## src/rtl/mem_req_tracker.sv

```systemverilog
// mem_req_tracker: allocates AXI IDs to block memory requests, remembers the
// requester tag and read/write kind per ID, and routes the response back to
// the requester one cycle after the adapter returns it.
//
// Handshake semantics: a request transfers on a cycle where
// in_req_valid_i & in_ready_o. mem_req_valid_o never looks at mem_ready_i,
// so the same cycle is also the mem_req_valid_o & mem_ready_i transfer
// toward the adapter. Responses have no back-pressure on either side:
// mem_rsp_valid_i is consumed the cycle it is seen, and out_rsp_valid_o is
// a single-cycle pulse that the requester must take.
module mem_req_tracker #(
  parameter int unsigned NumIds = 4,
  parameter type req_tag_t    = logic,
  parameter type req_id_t     = logic,
  parameter type block_addr_t = logic,
  parameter type block_mask_t = logic,
  parameter type block_data_t = logic
) (
  input  logic                    clk_i,
  input  logic                    rst_ni,
  output logic                    in_ready_o,
  input  logic                    in_req_valid_i,
  input  req_tag_t                in_req_tag_i,
  input  block_addr_t             in_req_addr_i,
  input  block_mask_t             in_req_we_mask_i,
  input  block_data_t             in_req_wdata_i,
  input  logic                    mem_ready_i,
  output logic                    mem_req_valid_o,
  output req_id_t                 mem_req_id_o,
  output block_addr_t             mem_req_addr_o,
  output block_mask_t             mem_req_we_mask_o,
  output block_data_t             mem_req_wdata_o,
  input  logic                    mem_rsp_valid_i,
  input  req_id_t                 mem_rsp_id_i,
  input  block_data_t             mem_rsp_data_i,
  output logic                    out_rsp_valid_o,
  output req_tag_t                out_rsp_tag_o,
  output logic                    out_rsp_write_o,
  output block_data_t             out_rsp_data_o,
  output logic [$clog2(NumIds):0] outstanding_o,
  output logic                    err_o
);

  localparam int unsigned IdW  = $clog2(NumIds);
  localparam int unsigned CntW = IdW + 1;

  // Per-ID state: busy bitmap and the {tag, is_write} table.
  logic [NumIds-1:0] busy_q, busy_d;
  req_tag_t          tag_q [NumIds];
  logic [NumIds-1:0] is_write_q;

  logic [CntW-1:0]   cnt_q, cnt_d;
  logic              err_q, err_d;

  logic              rsp_valid_q;
  req_tag_t          rsp_tag_q;
  logic              rsp_write_q;
  block_data_t       rsp_data_q;

  logic              any_free;
  logic [IdW-1:0]    alloc_idx;
  logic [IdW-1:0]    rsp_idx;
  logic              alloc_fire;
  logic              rsp_hit;
  logic              rsp_miss;

  // Lowest-index free ID; scanning downward lets the lowest one win.
  always_comb begin
    alloc_idx = '0;
    for (int i = NumIds - 1; i >= 0; i--) begin
      if (!busy_q[i]) alloc_idx = IdW'(i);
    end
  end

  assign any_free   = |(~busy_q);
  assign rsp_idx    = IdW'(mem_rsp_id_i);
  assign alloc_fire = in_req_valid_i & in_ready_o;
  assign rsp_hit    = mem_rsp_valid_i & busy_q[rsp_idx];
  assign rsp_miss   = mem_rsp_valid_i & ~busy_q[rsp_idx];

  // Request path is purely combinational; payload passes straight through.
  always_comb begin
    mem_req_valid_o   = in_req_valid_i & any_free;
    in_ready_o        = mem_ready_i & any_free;
    mem_req_id_o      = req_id_t'(alloc_idx);
    mem_req_addr_o    = in_req_addr_i;
    mem_req_we_mask_o = in_req_we_mask_i;
    mem_req_wdata_o   = in_req_wdata_i;
  end

  // Next busy map, outstanding count and sticky error. An allocation and a
  // free in the same cycle always hit different IDs, since only a free ID
  // is allocated and only a busy ID is freed.
  always_comb begin
    busy_d = busy_q;
    if (alloc_fire) busy_d[alloc_idx] = 1'b1;
    if (rsp_hit)    busy_d[rsp_idx]   = 1'b0;

    cnt_d = cnt_q;
    case ({alloc_fire, rsp_hit})
      2'b10:   cnt_d = cnt_q + CntW'(1);
      2'b01:   cnt_d = cnt_q - CntW'(1);
      default: cnt_d = cnt_q;
    endcase

    err_d = err_q | rsp_miss;
  end

  // Tracking state and the per-ID table, cleared asynchronously.
  always_ff @(posedge clk_i or negedge rst_ni) begin
    if (!rst_ni) begin
      busy_q     <= '0;
      cnt_q      <= '0;
      err_q      <= 1'b0;
      is_write_q <= '0;
      for (int i = 0; i < int'(NumIds); i++) tag_q[i] <= '0;
    end else begin
      busy_q <= busy_d;
      cnt_q  <= cnt_d;
      err_q  <= err_d;
      if (alloc_fire) begin
        tag_q[alloc_idx]      <= in_req_tag_i;
        is_write_q[alloc_idx] <= |in_req_we_mask_i;
      end
    end
  end

  // Response register: one-cycle pulse carrying the stored tag and kind;
  // write responses return zero data.
  always_ff @(posedge clk_i or negedge rst_ni) begin
    if (!rst_ni) begin
      rsp_valid_q <= 1'b0;
      rsp_tag_q   <= '0;
      rsp_write_q <= 1'b0;
      rsp_data_q  <= '0;
    end else begin
      rsp_valid_q <= rsp_hit;
      if (rsp_hit) begin
        rsp_tag_q   <= tag_q[rsp_idx];
        rsp_write_q <= is_write_q[rsp_idx];
        rsp_data_q  <= is_write_q[rsp_idx] ? '0 : mem_rsp_data_i;
      end
    end
  end

  assign out_rsp_valid_o = rsp_valid_q;
  assign out_rsp_tag_o   = rsp_tag_q;
  assign out_rsp_write_o = rsp_write_q;
  assign out_rsp_data_o  = rsp_data_q;
  assign outstanding_o   = cnt_q;
  assign err_o           = err_q;

endmodule
```

## config.mk

```make
export PLATFORM = sky130hd
export DESIGN_NAME = mem_req_tracker
export DESIGN_NICKNAME = d
export VERILOG_FILES = /design/src/rtl/mem_req_tracker.sv
export SDC_FILE = /design/constraint.sdc
export NUM_CORES = 1
export LEC_CHECK = 0
export CORE_MARGIN = 4
export CORE_UTILIZATION = 25
export CTS_BUF_LIST = sky130_fd_sc_hd__clkbuf_4 sky130_fd_sc_hd__clkbuf_8
export DETAILED_ROUTE_END_ITERATION = 16
export GPL_ROUTABILITY_DRIVEN = 0
export HOLD_SLACK_MARGIN = 0.06
export MAX_ROUTING_LAYER = met4
export SYNTH_ARGS = -nofsm -noshare
export SYNTH_HDL_FRONTEND = slang
export SYNTH_SLANG_ARGS = --single-unit
```

## constraint.sdc

```tcl
create_clock -name clk_i -period 4.08 [get_ports clk_i]
set_input_delay 0.816 -clock clk_i [delete_from_list [all_inputs] [get_ports clk_i]]
set_output_delay 0.816 -clock clk_i [all_outputs]
set_load 0.1 [all_outputs]
```

Word-level counts from Yosys, hierarchy flattened
Cells that the tools add are included.
{ "totals": {"word_cells": 64, "reg_bits": 20, "output_inout_bits": 14, "in_bits": 11} }
{ "classes": {"mux": 23, "magnitude_cmp": 7, "n_bitwise": 13, "n_reduce_logical": 5, "addsub": 2, "n_eq_ne": 2} }
{ "ops": {"columns": ["operator", "n"], "rows": [
  ["$mux 1", 10],
  ["$bwmux 4", 2],
  ["$mux 2", 4],
  ["$mux 4", 2],
  ["$ge 3x3->1 const B", 2],
  ["$pmux 3 s2", 1],
  ["$and 1x1->1", 5],
  ["$and 4x4->4", 1],
  ["$demux 1 s2", 2],
  ["$not 2->4", 1],
  ["$not 4->4", 1],
  ["$or 4x4->4", 1],
  ["$reduce_or 4->1", 1],
  ["$add 3x1->3 const B", 1],
  ["$logic_and 1x1->1", 3],
  ["$lt 1x3->1 const B", 1],
  ["$lt 2x3->1 const B", 1],
  ["$lt 3x1->1 const B", 1],
  ["$not 1->3", 1],
  ["$not 2->3", 1],
  ["$sub 3x1->3 const B", 1],
  ["$bmux 1 s2", 1],
  ["$eq 2x1->1 const B", 1],
  ["$eq 2x2->1 const B", 1],
  ["6 further kinds", 6]
]} }

Longest topological paths before layout
Gate-level depths: netlist of run 1.
{ "depth": {"depth_word": 12, "depth_mapped": 9, "depth_no_buf": 8} }

Worst setup path after synthesis of run 1
No wires, ideal clock.
{ "synth_timing": {"path_kind": "register -> output", "start": "register busy_q[3]", "end": "output mem_req_id_o", "arrival_ps": 1985, "stages_incl_launch_ff": 3, "path_slack_ps": 1279, "required_time_ps": 3264, "n_path_buf": 0, "cell_sequence": "dfrtp_1 -> nand2b_1 -> a21oi_1"} }
{ "synth_via": {"elab_chain_cells": 4} }
{ "synth_rtl": {"columns": ["item", "line_no", "text"], "rows": [
  ["start: declaration", "48", "logic [NumIds-1:0] busy_q, busy_d;"],
  ["start signal: assignment", "118", "busy_q <= busy_d;"],
  ["$mux 2 (4 in a row)", "71", "if (!busy_q[i]) alloc_idx = IdW'(i);"],
  ["end: declaration", "29", "output req_id_t mem_req_id_o,"]
]} }
No other way between the ends.

Worst setup path after layout of run 1
Same ends and word-level chain as after synthesis.

==> results of run 1 <==
## per-layer routing
metal | global-route usage (%) | vias up
met2 | 13.6 | 10
met5 | - | -
met4 | 4.13 | 0
li1 | - | 249
met3 | 2.70 | 2
met1 | 10.0 | 235
## Yosys cell counts, drive strengths merged (2+ instances only)
| cell type | number | share of area [%] |
|---|---|---|
| a21o | 2 | 2.0 |
| and2 | 2 | 1.7 |
| buf | 4 | 4.1 |
| dfrtp | 16 | 54 |
| inv | 7 | 3.5 |
| mux2 | 4 | 6.1 |
| mux2i | 2 | 2.7 |
| nand2 | 2 | 1.0 |
| nand3 | 4 | 2.7 |
| nor2 | 3 | 1.5 |
| o21a | 2 | 2.0 |
| xor2 | 2 | 2.4 |
## path summary, 6_finish.rpt
path | startpoint | end | slack [ps] | depth (start not counted)
worst max-delay path | busy_q[3]$_DFFE_PN0P_ | mem_req_id_o | 1150 | 3
worst min-delay path | err_o$_DFF_PN0_ | err_o$_DFF_PN0_ | 460 | 1
worst max register to register | busy_q[1]$_DFF_PN0_ | outstanding_o[2]$_DFFE_PN0P_ | 2040 | 8
worst min register to register | err_o$_DFF_PN0_ | err_o$_DFF_PN0_ | 460 | 1
max in group asynchronous | rst_ni | is_write_q[0]$_DFFE_PN0P_ | 2660 | 1
min in group asynchronous | rst_ni | outstanding_o[1]$_DFFE_PN0P_ | 950 | 1
## state kept, by name (all words and copies together), names as in the netlist
register         count
is_write_q           2
out_rsp_valid_o      1
out_rsp_tag_o        1
tag_q                2
busy_q               4
out_rsp_data_o       1
err_o                1
outstanding_o        3
out_rsp_write_o      1
## critical path: cells and delay by family, from the launching register on
kind | cells | cell delay, ps
compound gates | 1 | 140
simple gates | 1 | 140
flops | 1 | 400
buf+inv | 1 | 1150
## stage by stage
step | utilization, % | instance area [µm²] | worst slack, ps | instances | hold WS, ps
after CTS | 34.4 | 965 | 1130 | 113 | 468
after detailed placement | 33.6 | 942 | 1200 | 110 | 448
final | 34.4 | 965 | 1150 | 113 | 461
after floorplan | - | 741 | 1280 | 63 | 455
after global placement | 33.6 | 942 | 1240 | 110 | 450
after global routing | 34.4 | 965 | 1010 | 113 | 488
## area by class of cell
class                   count  area share, %
flip-flops and latches     16           41.5
multi-input cells          36           29.4
well taps                  31           4.02
clock buffers               3           2.33
inverters                   7           2.72
repair buffers             20           20.0
## cell families (layout without fill, tap and decap cells)
family                     count (synthesis)  count (layout)  share of synthesized area (%)
AOI/OAI and AO/OA                         10              10                           10.6
xor gates and xnor gates                   3               3                           3.55
adders and majority gates                  2               2                           4.39
buffers and inverters                     11              30                           7.60
DFF                                       16              16                           54.1
muxes                                      6               6                           8.78
and+or+nand+nor                           15              15                           11.0
==> impl_metrics.py, run 1 <==
metrics = {
    "sta": {
        "tns_ps": 0,
        "layout_min_cycle_time_ps": 2930,
        "fin_skew_ps": 4.85,
        "hold_viol": 0,
        "max_slew_margin_pct": 35.2,
        "period_share_pct": 71.9,
        "worstMarginPinSlew_ps": 970,
        "fmax_mhz": 341,
        "slew_violations": 0,
        "rsz0062_at_grt": "false",
        "setup_viol": 0,
    },
    "global_routing": {
        "grt_start_max_net_pins": 17,
        "grt-ovfl-total": 0,
        "grt_pass1_vias": 556,
        "grt_pass1_wl_um": 2600,
        "grt_usage_pct": 8.64,
        "antenna_found_initial": 0,
    },
    "clock_tree": {
        "clock_path_buffers": 2,
        "cts_tree": "done",
        "ctsRootBufferMaster": "clkbuf_4",
        "insertion_delay_ps": 280,
        "cts_setup_buffers": 0,
        "cts-hold-fix-buffers": 0,
        "cts_resized": 0,
        "cts_max_level": 1,
        "clkSinkCount": 16,
        "cts_inserted_buffers": 3,
        "clkSlewWorstSetupHoldPaths_ps": 90,
    },
    "yosys": {
        "syn_inst": 63,
        "yosys_register_bits": 16,
        "ys_types": 26,
        "synth_seq_area_share_pct": 54.1,
        "postSynth.asyncResetShare_pct": 100,
        "synth_fp_nets": 76,
        "netlist_area_um2": 741,
        "yosys_warnings": 0,
        "ys.flop_type": "dfrtp_1",
        "avgSynthCellArea_um2": 11.8,
        "synth-edff-count": 0,
    },
    "detailed_routing": {
        "routed_via_density": 4.39,
        "top_layer_used": "met4",
        "first_pass_iters": 4,
        "vias": 496,
        "routed_wl_um": 1430,
        "met3_length_um": 61,
        "drt_iter0_markers": 13,
        "wire_per_inst_um": 12.7,
        "drc": 0,
        "wl_met1_um": 625,
        "ant_nets": 0,
        "wl_met2_um": 723,
    },
    "cells_and_area": {
        "antenna_cells": 0,
        "area_growth_pct": 30.2,
        "final_cell_mix": "17 x clkdlybuf4s50_1, 16 x dfrtp_1, 6 x inv_1, 4 x nand3_1, 4 x mux2_2",
        "final_common_cell": "clkdlybuf4s50_1",
        "multi_input_area_um2": 284,
        "n_fill_cell": 290,
        "ff_latch_area_um2": 400,
        "final_net_count": 97,
        "drive_above_1_share_pct": 18.3,
    },
    "floorplanning": {
        "die_x_um": 62.4,
        "die_height_um": 62.4,
        "ioPinCount": 25,
        "initial_core_util_pct": 26.4,
        "die-area_um2": 3900,
        "coreArea_um2": 2810,
        "fp-row-count": 19,
    },
    "place": {
        "portBuffers": 20,
        "dp_hpwl_um": 1140,
    },
    "critical_path": {
        "start_kind": "flop",
        "slowest_delay_ps": 1150,
        "path_class": "reg -> out",
        "required_ps": 3260,
        "crit_path_cell_trace": "nand2b_1, a21oi_1, clkdlybuf4s50_1",
        "critPathSlowestCell": "clkdlybuf4s50_1",
        "cp_max_fo": 3,
        "end_kind": "output port",
        "cp.arrival_ps": 2120,
    },
    "worst_hold_path": {
        "hp-class": "reg -> reg",
    },
    "status": {
        "status": "complete, no violations",
    },
    "job": {
        "cap_violations": 0,
    },
}
Power of run 1 is left out: the tool's default activity adds up to more than one toggle a clock period on the data nets, which glitch-free logic cannot reach.
==> run 2: changes to the inputs <==
==> constraint.sdc (replaced) <==
create_clock -name clk_i -period 2.66 [get_ports clk_i]
set_input_delay 0.532 -clock clk_i [delete_from_list [all_inputs] [get_ports clk_i]]
set_output_delay 0.532 -clock clk_i [all_outputs]
set_load 0.1 [all_outputs]
==> run 2 against run 1 <==
Compared with the run above: non-clock buffer count is 2 higher; final area is 3.1% higher; global-route usage is 0.97 points lower; hold slack better by 13 ps; cell count is 1.8% higher; first-iteration DRC count is 38% lower; die area stayed put; sequential share of layout area is 1.3 points lower; wire length is 4.4% lower; clock skew is 3.4 ps lower; critical endpoint is now outstanding_o[2]$_DFFE_PN0P_.
==> impl_metrics.py, run 2 (same netlist as run 1, synthesis figures left out) <==
metrics = {
    "floorplanning": {
        "die_x_um": 62.4,
        "die-area_um2": 3900,
        "coreArea_um2": 2810,
        "fp-row-count": 19,
        "die_height_um": 62.4,
        "ioPinCount": 25,
        "initial_core_util_pct": 26.4,
    },
    "clock_tree": {
        "cts_inserted_buffers": 3,
        "ctsRootBufferMaster": "clkbuf_4",
        "clkSinkCount": 16,
        "insertion_delay_ps": 270,
        "clock_path_buffers": 2,
        "cts_setup_buffers": 0,
        "cts_tree": "done",
        "cts_resized": 0,
        "cts_max_level": 1,
        "clkSlewWorstSetupHoldPaths_ps": 80,
        "cts-hold-fix-buffers": 0,
    },
    "sta": {
        "setup_viol": 0,
        "layout_min_cycle_time_ps": 2170,
        "fmax_mhz": 460,
        "worstMarginPinSlew_ps": 696,
        "hold_viol": 0,
        "tns_ps": 0,
        "slew_violations": 0,
        "period_share_pct": 81.7,
        "rsz0062_at_grt": "false",
        "max_slew_margin_pct": 53.5,
        "fin_skew_ps": 1.43,
    },
    "critical_path": {
        "cp_max_fo": 3,
        "crit_top_cell": "xor2_1",
        "start_kind": "primary input",
        "critPathSlowestCell": "clkdlybuf4s50_1",
        "required_ps": 2860,
        "end_kind": "flop",
        "crit_path_cell_trace": "clkdlybuf4s50_1, nand3b_1, nand2_1, ha_1, inv_1, fa_1, xor2_1, nor2_1, xor2_1",
        "path_class": "in -> reg",
        "cp.arrival_ps": 2380,
        "slowest_delay_ps": 450,
    },
    "detailed_routing": {
        "vias": 512,
        "drc": 0,
        "ant_nets": 0,
        "first_pass_iters": 4,
        "drt_iter0_markers": 8,
        "routed_wl_um": 1370,
        "wire_per_inst_um": 11.9,
        "routed_via_density": 4.45,
    },
    "cells_and_area": {
        "final_common_cell": "dfrtp_1",
        "antenna_cells": 0,
        "final_cell_mix": "16 x dfrtp_1, 11 x buf_4, 8 x clkdlybuf4s50_1, 6 x inv_1",
        "drive_above_1_share_pct": 31.0,
        "final_net_count": 99,
        "largest-register": "busy_q",
        "largest_reg_flops": 4,
        "area_growth_pct": 34.3,
    },
    "global_routing": {
        "grt-ovfl-total": 0,
        "grt_start_max_net_pins": 17,
        "antenna_found_initial": 0,
        "grt_pass1_wl_um": 2400,
        "grt_pass1_vias": 571,
        "grt_usage_pct": 7.67,
    },
    "job": {
        "cap_violations": 0,
    },
    "place": {
        "portBuffers": 20,
        "dp_hpwl_um": 1110,
    },
    "status": {
        "status": "complete, no violations",
    },
    "worst_hold_path": {
        "hp-class": "reg -> reg",
    },
}
## run 2: cell count changes in the layout (fill, tap and decap cells not counted)
cell | previous run | this run
clkdlybuf4s50_1 | 17 | 8
buf_12 | 0 | 3
buf_4 | 3 | 11
## run 2: path summary, 6_finish.rpt
kind	from	end	slack (ps)	cells past startpoint
max	mem_rsp_id_i	outstanding_o[2]$_DFFE_PN0P_	490	9
min	outstanding_o[2]$_DFFE_PN0P_	outstanding_o[2]$_DFFE_PN0P_	470	1
max reg2reg	busy_q[1]$_DFF_PN0_	outstanding_o[2]$_DFFE_PN0P_	750	8
min reg2reg	outstanding_o[2]$_DFFE_PN0P_	outstanding_o[2]$_DFFE_PN0P_	470	1
max in group asynchronous	rst_ni	out_rsp_write_o$_DFFE_PN0N_	1550	1
min in group asynchronous	rst_ni	busy_q[1]$_DFF_PN0_	670	1
## run 2: final cells by class
| cell class | count | area, µm² |
|---|---|---|
| multi-input combinational | 36 | 284 |
| clock buffer | 3 | 22.5 |
| inverter | 7 | 26.3 |
| fill | 296 | 1810 |
| tap | 31 | 38.8 |
| timing repair buffer | 22 | 223 |
| sequential | 16 | 400 |
## run 2: routing by layer
| layer | global-route usage (%) | part of all wire, % |
|---|---|---|
| met2 | 14.0 | 56 |
| met1 | 7.78 | 42 |
| met3 | 1.26 | 1.8 |
| met5 | - | 0 |
| met4 | 4.13 | 0 |
## run 2: worst max-delay path, delay by kind of cell
family	cells	cell delay, ps
fa+ha+maj	2	560
buf+inv	2	510
simple gates	3	460
xor+xnor	2	320
## run 2: stage by stage
step / util [%] / cells / hold slack, ps / instance area (µm²) / setup slack (ps)
detailed placement: 34.7 / 112 / 458 / 972 / 187
global route: 35.5 / 115 / 492 / 995 / 354
floorplan: - / 63 / 236 / 741 / 143
finish: 35.5 / 115 / 474 / 995 / 486
global placement: 34.7 / 112 / 451 / 972 / 198
CTS: 35.5 / 115 / 478 / 995 / 456
Power of run 2 is left out for the same reason.
==> run 3: changes to the inputs <==
==> constraint.sdc (replaced) <==
create_clock -name clk_i -period 2.1 [get_ports clk_i]
set_input_delay 0.42 -clock clk_i [delete_from_list [all_inputs] [get_ports clk_i]]
set_output_delay 0.42 -clock clk_i [all_outputs]
set_load 0.1 [all_outputs]
==> run 3 against run 2 <==
Compared with the run above: wire length rose by 6.1%; register-to-register slack worse by 480 ps; count of clock-buffer cells in the layout increased by 1; die area is the same; utilization grew 2.8 points; non-clock buffer count is 6 higher; critical path depth unchanged; cell count is 6.1% higher.
==> impl_metrics.py, run 3 (same netlist as run 1, synthesis figures left out) <==
metrics = {
    "detailed_routing": {
        "routed_wl_um": 1450,
        "routed_via_density": 4.51,
        "ant_nets": 0,
        "drt_iter0_markers": 14,
        "vias": 550,
        "first_pass_iters": 4,
        "wire_per_inst_um": 11.9,
        "drc": 0,
    },
    "critical_path": {
        "rrSetupSlack_ps": 270,
        "worst-path-buf-inv": 2,
        "slowest_delay_ps": 430,
        "path_class": "in -> reg",
        "crit_top_cell": "xor2_1",
        "critPathSlowestCell": "clkdlybuf4s50_1",
        "end_kind": "flop",
        "cp_max_fo": 3,
        "required_ps": 2320,
        "start_kind": "primary input",
        "cp.arrival_ps": 2180,
        "cp_top_family": "adder cells",
        "crit_path_cell_trace": "clkdlybuf4s50_1, nand3b_1, nand2_2, ha_1, inv_1, fa_1, xor2_1, nor2_1, xor2_1",
    },
    "floorplanning": {
        "die_height_um": 62.4,
        "ioPinCount": 25,
        "fp-row-count": 19,
        "initial_core_util_pct": 26.4,
        "die-area_um2": 3900,
        "die_x_um": 62.4,
        "coreArea_um2": 2810,
    },
    "cells_and_area": {
        "area_growth_pct": 44.8,
        "layout.cells.non_filler": 122,
        "drive_above_1_share_pct": 38.5,
        "antenna_cells": 0,
        "final_net_count": 105,
        "largest-register": "busy_q",
        "final_cell_mix": "16 x dfrtp_1, 16 x buf_4, 8 x clkdlybuf4s50_1, 6 x inv_1",
        "largest_reg_flops": 4,
    },
    "sta": {
        "period_share_pct": 93.1,
        "hold_viol": 0,
        "layout_min_cycle_time_ps": 1950,
        "slew_violations": 0,
        "fin_skew_ps": 8.66,
        "fmax_mhz": 512,
        "worstMarginPinSlew_ps": 282,
        "setup_viol": 0,
        "max_slew_margin_pct": 81.4,
        "rsz0062_at_grt": "false",
    },
    "job": {
        "cap_violations": 0,
    },
    "worst_hold_path": {
        "hp-class": "in -> async",
    },
    "clock_tree": {
        "clock_path_buffers": 2,
        "cts_max_level": 1,
        "ctsRootBufferMaster": "clkbuf_4",
        "cts-hold-fix-buffers": 0,
        "cts_tree": "done",
        "cts_inserted_buffers": 3,
        "insertion_delay_ps": 290,
        "clkSinkCount": 16,
        "clkSlewWorstSetupHoldPaths_ps": 100,
    },
    "global_routing": {
        "antenna_found_initial": 0,
        "grt-ovfl-total": 0,
        "grt_pass1_vias": 571,
        "grt_usage_pct": 8.36,
        "grt_start_max_net_pins": 17,
        "grt_pass1_wl_um": 2520,
    },
    "place": {
        "dp_hpwl_um": 1190,
        "dp.cells": 118,
        "portBuffers": 20,
    },
    "status": {
        "status": "complete, no violations",
    },
}
run 3: layout make-up:
class | instances | area, µm²
multi-input cells | 36 | 290
flip-flops and latches | 16 | 400
inverters | 7 | 26.3
clock buffers | 4 | 36.3
fillers | 296 | 1730
well taps | 31 | 38.8
repair buffers | 28 | 280
run 3: final timing paths:
kind | startpoint | end | cells past startpoint
hold reg to reg | err_o$_DFF_PN0_ | err_o$_DFF_PN0_ | 1
setup / recovery | mem_rsp_id_i | outstanding_o[2]$_DFFE_PN0P_ | 9
max in group asynchronous | rst_ni | err_o$_DFF_PN0_ | 2
min in group clk_i | err_o$_DFF_PN0_ | err_o$_DFF_PN0_ | 1
hold / removal | rst_ni | outstanding_o[1]$_DFFE_PN0P_ | 2
setup reg to reg | busy_q[0]$_DFF_PN0_ | outstanding_o[2]$_DFFE_PN0P_ | 8
run 3: stage by stage:
step / setup TNS, ps / area, µm² / hold WS, ps / utilization [%] / worst slack, ps
6_report: 0 / 1070 / 427 / 38.2 / 145
5_1_grt: 0 / 1070 / 442 / 38.2 / 12.0
4_1_cts: 0 / 1070 / 434 / 38.1 / 111
3_5_place_dp: -178 / 1030 / 461 / 36.8 / -178
3_3_place_gp: -152 / 1030 / 449 / 36.8 / -152
2_1_floorplan: 0 / 744 / 124 / - / 61.1
run 3: what timing repair did:
item,CTS,global route
buffers inserted,0,0
endpoints found under the setup margin,0,1
resized for setup,0,1
endpoints found under the hold margin,0,0
run 3: worst reg2reg max path: stages, from the launching register on:
cell	delay (ps)
dfrtp_1	450
nand4_1	160
nand3_1	120
ha_1	160
inv_1	50
fa_1	370
xor2_1	170
nor2_1	110
xor2_1	160
run 3: routing by layer:
layer | routed length, µm | vias up | global-route usage [%]
met1 | 582 | 271 | 8.66
li1 | - | 264 | -
met5 | 0 | - | -
met2 | 789 | 12 | 14.2
met3 | 58 | 3 | 1.62
met4 | 22 | 0 | 5.79
Power of run 3 is left out for the same reason.
==> RTL edit 1 (config.mk and constraints of run 3) <==
`NumIds`: 4 -> 8.
--- a/src/rtl/mem_req_tracker.sv
+++ b/src/rtl/mem_req_tracker.sv
@@ -9,7 +9,7 @@
 // mem_rsp_valid_i is consumed the cycle it is seen, and out_rsp_valid_o is
 // a single-cycle pulse that the requester must take.
 module mem_req_tracker #(
-  parameter int unsigned NumIds = 4,
+  parameter int unsigned NumIds = 8,
   parameter type req_tag_t    = logic,
   parameter type req_id_t     = logic,
   parameter type block_addr_t = logic,
Interface: changed (resized outstanding_o); port bits go from 25 to 26. The function was not compared with the original's and may differ.
==> RTL edit 1 against run 3 <==
  * Final area up 40%
  * First-iteration DRC count up 21%
  * Sequential cell count up 5
  * Routed wire length up 49%
  * Synthesized area up 46%
  * Worst setup slack worse by 0.045 ns
  * Non-clock buffer count up 7
  * Via count up 48%
  * Critical endpoint unchanged
  * Critical path depth unchanged
  * Global-route usage up 1.0 points
==> RTL edit 1: results (changes against run 3) <==
- Global-route wire length before repair: 3860 µm (+53%)
- M1 wire length: 1030 µm (+76%)
- Post-synthesis cell count: 92 (+46%)
- Slew HR: 66.3% (-15 points)
- Syn nets: 105 (+38%)
- Met3 wire length: 91 µm (+57%)
- I/O Buffers: 21 (+5.0%)
- Hold Path Class: register to register
- Remaining antenna violation count: 0 (unchanged)
- Top post-synthesis cells by area: dfrtp_1 (49%), mux2_2 (4.2%), xnor2_1 (2.4%)
- Sequential cell area fraction in the yosys report: 48.6% (-5.4 points)
- Via density: 4.63 (+2.6%)
- Post-DP HPWL: 1710 µm (+43%)
- Worst Skew: 0.0105 ns (+0.00183 ns)
- Iteration-0 DRC Markers: 17 (+3)
- Worst slack at placement: -0.530 ns (-0.352 ns)
- Maximum fanout along the worst path: 2 (-1)
- Met2 routed WL: 1020 µm (+29%)
- Root Buffer: clkbuf_8
- # nets final: 140 (+33%)
- Synth cell count leaders: dfrtp_1 (21), nand2_1 (6), nor2_1 (5)
- Post-synth cell types: 40 (+54%)
- GRT Total Usage: 9.41% (+1.0 points)
- Largest net degree at the start of global routing: 22 (+5)
- Synth warn: 0 (unchanged)
- Vias in the first global route: 855 (+50%)
- Layout cells sized above 1: 42.1% (+3.6 points)
- Max reg flops: 8 (+4)
- Placed inst area: 1430 µm² (+39%)
- CTS clk-pin slew, worst paths: 0.08 ns (-0.02 ns)
- Later-pin clock latency in the skew report: 0.26 ns (-0.03 ns)
- Placed cells: 170 (+44%)
- DR WL/cell: 12.3 µm (+3.4%)
- Status: finished clean
- Routed WL: 2170 µm (+49%)
RTL edit 1: cell count changes in the layout (fill, tap and decap cells not counted), sizes merged, moves of 2 or more:
| cell | run 3 | this run |
|---|---|---|
| buf | 20 | 27 |
| dfrtp | 16 | 21 |
| nand2 | 2 | 6 |
| o21ai | 1 | 5 |
| nand3 | 4 | 1 |
| nor2b | 0 | 3 |
| o21bai | 0 | 3 |
| a21oi | 1 | 3 |
| a32o | 0 | 2 |
| a41o | 0 | 2 |
| inv | 7 | 5 |
| nor2 | 3 | 5 |
| o21a | 2 | 0 |
| xnor2 | 1 | 3 |
RTL edit 1: final cells by class:
class                      count  area, µm²
sequential                    21        528
clock inverter                 1       5.00
timing repair buffer          35        340
tap                           50       62.6
clock buffer                   3       41.3
inverter                       5       21.3
multi-input combinational     61        502
fill                         409       2590
RTL edit 1: cells by family (layout without fill, tap and decap cells):
family,count (synthesis),in the layout,synth area share (%)
adder cells (fa/ha/maj),2,2,2.31
flip-flops,21,21,48.6
buffers and inverters,10,44,6.13
XOR/XNOR,4,4,3.24
AND/OR/NAND/NOR,25,25,14.6
multiplexers,6,6,6.02
AO/OA/AOI/OAI,24,24,19.1
RTL edit 1: power breakdown:
group | switching (mW) | internal, mW | total [mW]
Combinational | 0.799 | 0.417 | 1.22
Clock | 0.129 | 0.132 | 0.261
Sequential | 0.160 | 0.550 | 0.710
Total | 1.09 | 1.10 | 2.19
RTL edit 1: path summary, 6_finish.rpt:
| check | start | endpoint | slack, ns | cells after the start |
|---|---|---|---|---|
| max in group asynchronous | rst_ni | busy_q[1] | 1.37 | 2 |
| min in group asynchronous | rst_ni | busy_q[0] | 0.49 | 2 |
| min | err_o | err_o | 0.47 | 1 |
| min reg2reg | err_o | err_o | 0.47 | 1 |
| max | in_req_valid_i | outstanding_o[2] | 0.10 | 9 |
| max reg2reg | busy_q[0] | outstanding_o[2] | 0.14 | 9 |
RTL edit 1: what timing repair did:
action	4_1_cts	5_1_grt
gates resized for setup	2	6
setup endpoints to repair	3	3
pin swaps	0	1
buffers inserted	0	2
RTL edit 1: routing by layer:
metal,up-vias,GRT usage (%)
li1,393,-
met1,397,12.2
met2,21,14.5
met3,3,1.78
met4,0,3.62
met5,-,-
RTL edit 1: worst max-delay path, stage by stage:
cell             delay [ns]
clkdlybuf4s50_1        0.47
and2_4                 0.16
o21ai_4                0.06
ha_1                   0.22
xor2_1                 0.15
ha_2                   0.20
a31oi_4                0.14
mux2i_1                0.23
xnor2_1                0.13
==> RTL edit 2 (flow settings as in run 3) <==
Made on the original files. Reset style: synchronous (`rst_ni`), changed in 2 clocked blocks. Comments in the files are not updated.
--- a/src/rtl/mem_req_tracker.sv
+++ b/src/rtl/mem_req_tracker.sv
@@ -107,7 +107,7 @@
   end
 
   // Tracking state and the per-ID table, cleared asynchronously.
-  always_ff @(posedge clk_i or negedge rst_ni) begin
+  always_ff @(posedge clk_i) begin
     if (!rst_ni) begin
       busy_q     <= '0;
       cnt_q      <= '0;
@@ -127,7 +127,7 @@
 
   // Response register: one-cycle pulse carrying the stored tag and kind;
   // write responses return zero data.
-  always_ff @(posedge clk_i or negedge rst_ni) begin
+  always_ff @(posedge clk_i) begin
     if (!rst_ni) begin
       rsp_valid_q <= 1'b0;
       rsp_tag_q   <= '0;
Check against the original RTL: differs if rst_ni is asserted again (counterexample within 4 cycles, from zero or initial values and one cycle with rst_ni low); with rst_ni held inactive, the same outputs for 10 cycles.
==> RTL edit 2 against run 3 <==
  * Clock skew down 0.0056 ns
  * Via count up 21%
  * First-iteration DRC count down 36%
  * Worst setup slack better by 0.0029 ns
  * Global-route usage up 1.9 points
  * Final cell count up 16%
  * Routed wire length up 13%
  * Final area up 0.58%
  * Core utilization up 1.2 points
  * Synthesized area down 4.7%
  * Sequential cell count unchanged
  * Critical path type is now register to register
  * Largest cell class is now multi-input gates
==> RTL edit 2: results (changes against run 3) <==
- Vias: 663 (+21%)
- Largest net degree at the start of global routing: 10 (-7)
- Area share of fa/ha/maj cells after synthesis: 4.61% (+0.22 points)
- Sequential cell area fraction in the yosys report: 45.4% (-8.7 points)
- Layout cells sized above 1: 32.7% (-5.7 points)
- Maximum fanout along the worst path: 6 (+3)
- Worst Skew: 0.00308 ns (-0.00557 ns)
- Synth cell count leaders: dfxtp_1 (16), nor2_1 (9), a21oi_1 (7)
- Global-route wire length before repair: 2890 µm (+15%)
- GRT Total Usage: 10.2% (+1.9 points)
- GR Util met2: 16.0% (+1.8 points)
- Post-synthesis cell count: 79 (+25%)
- M1 wire length: 755 µm (+30%)
- Worst slack at placement: -0.387 ns (-0.209 ns)
- Vias in the first global route: 691 (+21%)
- Status: finished clean
- Compound-Gate Fraction of Synth Area: 14.9% (+4.3 points)
- Placed cells: 136 (+15%)
- Syn nets: 92 (+21%)
- Met3 wire length: 115 µm (+98%)
- Xor/xnor share of the synthesized area: 2.48% (-1.1 points)
- Top post-synthesis cells by area: dfxtp_1 (45%), mux2i_1 (5.7%), a21oi_1 (5.0%)
- Met3 Use GR: 2.10% (+0.48 points)
- Hold Path Class: register to register
- # nets final: 124 (+18%)
- M1 GR Usage: 13.4% (+4.7 points)
- # resized after CTS: 2 (+2)
- Post-CTS Setup Inserts: 1 (+1)
- Max stage delay cell, worst path: dfxtp_1
- Ys async rst share: 0% (-100 points)
- Met2 routed WL: 753 µm (-4.6%)
- CP delay by family, top: simple AND/OR/NAND/NOR gates
- Iteration-0 DRC Markers: 9 (-5)
- Placed inst area: 1020 µm² (-1.3%)
-- RTL edit 2: cell types whose count changed after synthesis, sizes merged, moves of 3 or more --
cell   change
dfrtp     -16
dfxtp     +16
mux2       -4
o21ai      +4
nand2      +3
nor2       +6
a21oi      +6
-- RTL edit 2: worst paths after layout --
path,start,to,slack (ns),depth (start not counted)
max,busy_q[1],outstanding_o[2],0.15,8
min,tag_q[1],tag_q[1],0.49,2
min reg2reg,tag_q[1],tag_q[1],0.49,2
max reg2reg,busy_q[1],outstanding_o[2],0.15,8
-- RTL edit 2: layout make-up --
cell class | instances | area, µm² | share of cell area (%)
Clock buffer | 4 | 36.3 | 3.36
Inverter | 5 | 18.8 | 1.74
Multi-Input combinational cell | 54 | 357 | 33.1
Sequential cell | 16 | 324 | 30.0
Tap cell | 31 | 38.8 | 3.60
Timing Repair Buffer | 31 | 304 | 28.2
